## src/rtl/lab_sipo_reg.sv

```systemverilog
// Serial-in/parallel-out receive register, MSB first, with a one-entry valid/ready output buffer.
// Optional even-parity trailer bit per word when PARITY_CHECK_EN is defined.
module lab_sipo_reg #(
  parameter int unsigned n = 8
) (
  input  logic         clk,
  input  logic         rst,
  input  logic         ser_in,
  input  logic         ser_valid,
  input  logic         start,
  output logic [n-1:0] data_out,
  output logic         data_valid,
  input  logic         data_ready,
  output logic         busy,
  output logic         overrun,
  output logic         parity_err
);

  localparam int unsigned CW = $clog2(n + 1);
`ifdef PARITY_CHECK_EN
  localparam int unsigned SW = n;
`else
  // The final data bit comes straight from ser_in, so only n-1 bits need storing.
  localparam int unsigned SW = n - 1;
`endif

  typedef enum logic [1:0] {
    S_IDLE  = 2'd0,
    S_SHIFT = 2'd1
`ifdef PARITY_CHECK_EN
    , S_PAR = 2'd2
`endif
  } state_t;

  state_t          state, state_d;
  logic [CW-1:0]   cnt, cnt_d;
  logic [SW-1:0]   sreg, sreg_d;
  logic [n-1:0]    data_out_d;
  logic            data_valid_d;
  logic            overrun_d;
  logic            busy_d;
  logic            parity_err_d;

  // Next-state and next-output logic; start realigns before the current bit is taken.
  always_comb begin
    state_t        st;
    logic [CW-1:0] c;
    logic [SW-1:0] s;
    logic [n-1:0]  nxt;
    logic [n-1:0]  word;
    logic          complete;
    logic          buf_free;

    st           = start ? S_IDLE : state;
    c            = start ? '0 : cnt;
    s            = start ? '0 : sreg;
`ifdef PARITY_CHECK_EN
    nxt          = {s[n-2:0], ser_in};
`else
    nxt          = {s, ser_in};
`endif
    word         = nxt;
    complete     = 1'b0;
    buf_free     = ~data_valid | data_ready;

    state_d      = st;
    cnt_d        = c;
    sreg_d       = s;
    overrun_d    = start ? 1'b0 : overrun;
    data_out_d   = data_out;
    data_valid_d = data_valid & ~data_ready;
    parity_err_d = 1'b0;

    if (ser_valid) begin
      case (st)
        S_IDLE: begin
          sreg_d  = nxt[SW-1:0];
          cnt_d   = CW'(1);
          state_d = S_SHIFT;
        end
        S_SHIFT: begin
          sreg_d = nxt[SW-1:0];
          if (c == CW'(n - 1)) begin
`ifdef PARITY_CHECK_EN
            cnt_d   = CW'(n);
            state_d = S_PAR;
`else
            cnt_d    = '0;
            state_d  = S_IDLE;
            complete = 1'b1;
`endif
          end else begin
            cnt_d = c + CW'(1);
          end
        end
`ifdef PARITY_CHECK_EN
        S_PAR: begin
          cnt_d   = '0;
          state_d = S_IDLE;
          word    = s;
          if (^{s, ser_in}) begin
            parity_err_d = 1'b1;
          end else begin
            complete = 1'b1;
          end
        end
`endif
        default: begin
          cnt_d   = '0;
          state_d = S_IDLE;
        end
      endcase
    end

    // A finished word either takes the buffer or is counted as an overrun.
    if (complete) begin
      if (buf_free) begin
        data_out_d   = word;
        data_valid_d = 1'b1;
      end else begin
        overrun_d = 1'b1;
      end
    end

    busy_d = (state_d != S_IDLE);
  end

  always_ff @(posedge clk) begin
    if (!rst) begin
      state      <= S_IDLE;
      cnt        <= '0;
      sreg       <= '0;
      data_out   <= '0;
      data_valid <= 1'b0;
      overrun    <= 1'b0;
      busy       <= 1'b0;
    end else begin
      state      <= state_d;
      cnt        <= cnt_d;
      sreg       <= sreg_d;
      data_out   <= data_out_d;
      data_valid <= data_valid_d;
      overrun    <= overrun_d;
      busy       <= busy_d;
    end
  end

`ifdef PARITY_CHECK_EN
  always_ff @(posedge clk) begin
    if (!rst) begin
      parity_err <= 1'b0;
    end else begin
      parity_err <= parity_err_d;
    end
  end
`else
  assign parity_err = 1'b0;
`endif

endmodule
```

## config.mk

```make
export PLATFORM = sky130hd
export DESIGN_NAME = lab_sipo_reg
export DESIGN_NICKNAME = d
export VERILOG_FILES = /design/src/rtl/lab_sipo_reg.sv
export SDC_FILE = /design/constraint.sdc
export NUM_CORES = 1
export LEC_CHECK = 0
export CORE_MARGIN = 2
export CORE_UTILIZATION = 27
export DETAILED_ROUTE_END_ITERATION = 10
export GPL_ROUTABILITY_DRIVEN = 0
export MAX_ROUTING_LAYER = met4
export PLACE_DENSITY_LB_ADDON = 0.12
export RECOVER_POWER = 50
export SLEW_MARGIN = 10
export SYNTH_ARGS = -nofsm -noshare
export SYNTH_HDL_FRONTEND = slang
export SYNTH_SLANG_ARGS = --single-unit
```

## constraint.sdc

```tcl
create_clock -name clk -period 2.8 [get_ports clk]
set_clock_uncertainty 0.15 [all_clocks]
set_input_delay 0.84 -clock clk [delete_from_list [all_inputs] [get_ports clk]]
set_output_delay 0.84 -clock clk [all_outputs]
set_load 0.03 [all_outputs]
```

==> results.py <==
metrics = {
    "status": {
        "status": "finished, final reports clean",
    },
    "setup_path": {
        "cpPeakStageDelay_ps": 510,
        "slowest_stage": "or4b_1",
        "critPathTopFamily": "simple AND/OR/NAND/NOR gates",
        "arrival_ps": 2550,
        "cp_cell_sequence": "clkdlybuf4s50_1 -> nor2b_1 -> ha_1 -> and4bb_2 -> or4b_1 -> a22oi_1",
        "ff2ff_setup_slack_ps": 970,
        "worstSetupPathType": "in2reg",
        "cp.buffers_inverters": 1,
        "cp-start-kind": "input port",
        "path_max_fanout": 3,
        "end_kind": "flop",
        "cp.required_ps": 2840,
    },
    "finish": {
        "fin_cells": 184,
        "drive_above_1_share_pct": 12.5,
        "final_nets": 144,
        "antenna_cells": 0,
        "area_delta_synth_final_pct": 29.0,
        "fin_area_um2": 1380,
    },
    "routing": {
        "vias": 822,
        "wl_per_cell_um": 11.9,
        "routed_wl_um": 2190,
        "vias_per_cell": 4.47,
        "drcViolationCount": 0,
        "drt_iter0_drc": 10,
        "ant_nets": 0,
        "drt_pass1_iterations": 4,
    },
    "timing": {
        "min_period_over_period_pct": 89.6,
        "setup_slack_ps": 291,
        "hold_violations": 0,
        "rsz0062_at_grt": "false",
        "tns_ps": 0,
        "min_period_ps": 2510,
        "setup_violations": 0,
        "holdWs_ps": 309,
        "fmax_mhz": 399,
        "drv_slew": 0,
    },
    "grt": {
        "antenna_found_initial": 0,
        "grt_pass1_wl_um": 3860,
        "grt_pass1_vias": 823,
        "grt_usage_pct": 11.7,
        "grt_max_degree": 15,
        "grt-ovfl-total": 0,
    },
    "clock_network": {
        "cts_max_level": 1,
        "worstSkewPairLatency_ps": 260,
        "cts-root-buf": "clkbuf_8",
        "cts_resized": 0,
        "cts_sinks": 24,
        "cts_buffer_depth": 2,
        "holdBufCountCts": 0,
        "cts.clk_slew.worst_paths_ps": 90,
        "cts_tree": "yes",
        "cts_buffers": 3,
        "cts_setup_buffers": 0,
    },
    "place": {
        "dp_hpwl_um": 1610,
        "post-place-ws_ps": 11.9,
        "port-buffer-count": 16,
        "dpl_cell_area_um2": 1310,
        "dp.cells": 180,
    },
    "logic_synthesis": {
        "synthesis.area_um2": 1070,
        "synth_common_cells": "dfxtp_1 (24), nand2_1 (19), mux2i_1 (14), nor2_1 (8)",
        "yosysMostFrequentCell": "dfxtp_1",
        "synthFlopType": "dfxtp_1",
        "ys_types": 31,
        "synth_nets": 122,
        "ys_seq_area_share_pct": 45.0,
        "synth.top_cell.area_share_pct": 45.0,
        "synthArstFlopShare_pct": 0,
        "ys_ff_latch": 24,
        "yosys.area.top_type": "dfxtp_1",
        "synthesis.instances": 115,
        "synth_edf_count": 0,
        "yosys_warnings": 0,
        "syn_avg_cell_area_um2": 9.28,
        "ys_top_cells_by_area": "dfxtp_1 (45%), mux2i_1 (13%), nand2_1 (6.7%), nor2b_1 (2.9%), a21boi_0 (2.8%)",
    },
    "power": {
        "leakagePower_uw": 0.000576,
        "p_comb_share_pct": 7.0,
        "powerDensity_nw_per_um2": 511,
        "intPower_uw": 560,
        "pwr-share-clk_pct": 43.4,
        "swShare_pct": 20.4,
        "vdd_drop_max_mv": 0.209,
        "seq_power_share_pct": 49.6,
        "power.switching_uw": 143,
    },
    "floorplanning": {
        "fp.dieArea_um2": 4470,
        "io_pins": 18,
        "core_area_um2": 3740,
        "rows": 22,
        "die_x_um": 66.9,
        "start_util_pct": 28.5,
        "dieHeight_um": 66.9,
    },
    "job": {
        "maxCapViolCount": 0,
    },
    "hold_path": {
        "hold_path.class": "reg2reg",
    },
}
worst paths after layout:
check                                 start  cells after the start           to
worst max-delay path                  start                      6       cnt[3]
worst min-delay path            data_out[2]                      2  data_out[2]
worst max register to register       cnt[0]                      5       cnt[3]
worst min register to register  data_out[2]                      2  data_out[2]
layout by cell type, fill, tap and decap left out, types with 3 or more instances in the layout:
cell type / Yosys / layout
a21boi_0: 4 / 4
a21oi_1: 4 / 4
buf_4: 1 / 7
clkbuf_8: 0 / 3
clkdlybuf4s50_1: 0 / 8
dfxtp_1: 24 / 24
dlygate4sd3_1: 0 / 8
mux2i_1: 14 / 14
nand2_1: 19 / 19
nand2b_1: 3 / 3
nor2_1: 8 / 8
nor2b_1: 5 / 5
o21ai_0: 3 / 3
routing by layer:
metal / vias to the layer above / global-route usage, % / share of wire [%]
met2: 15 / 17.4 / 42
li1: 435 / - / -
met3: 2 / 2.70 / 3.9
met5: - / - / 0
met4: 0 / 3.83 / 0.87
met1: 370 / 15.6 / 53
area by class of cell:
type	instances	area [um^2]
Multi-Input combinational cell	81	537
Clock inverter	1	30.0
Inverter	2	7.51
Sequential cell	24	480
Fill cell	413	2370
Tap cell	48	60.1
Clock buffer	3	41.3
Timing Repair Buffer	25	220
stage by stage:
step	utilization [%]	power [uW]
finish	36.8	703
floorplan	-	386
CTS	37.0	718
global placement	35.1	408
global route	36.8	736
detailed placement	35.1	409
cell families after synthesis:
logic type / Yosys count / share of synthesized area (%)
adders and majority gates: 1 / 1.17
buffers and inverters: 10 / 4.69
DFF: 24 / 45.0
AOI/OAI and AO/OA: 16 / 10.1
other: 1 / 0.351
and+or+nand+nor: 49 / 25.6
muxes: 14 / 13.1
power groups by stage:
stage | Clock, uW | Sequential, uW | Combinational, uW
detailed placement | 0 | 357 | 51.5
floorplan | 0 | 358 | 28.3
CTS | 317 | 349 | 51.7
global route | 332 | 350 | 54.4
finish | 305 | 349 | 49.3
global placement | 0 | 357 | 51.3
state kept, by name, indices dropped and copies added (netlist names):
name	count
data_valid	1
state	2
overrun	1
busy	1
cnt	4
sreg	7
data_out	8
tightest hold or removal path, delay by kind of cell, from the launching register on:
kind,cells,cell delay [ps]
AND/OR/NAND/NOR,1,50
multiplexers,1,50
flip-flops,1,320
(Power assumes the default switching activity.)
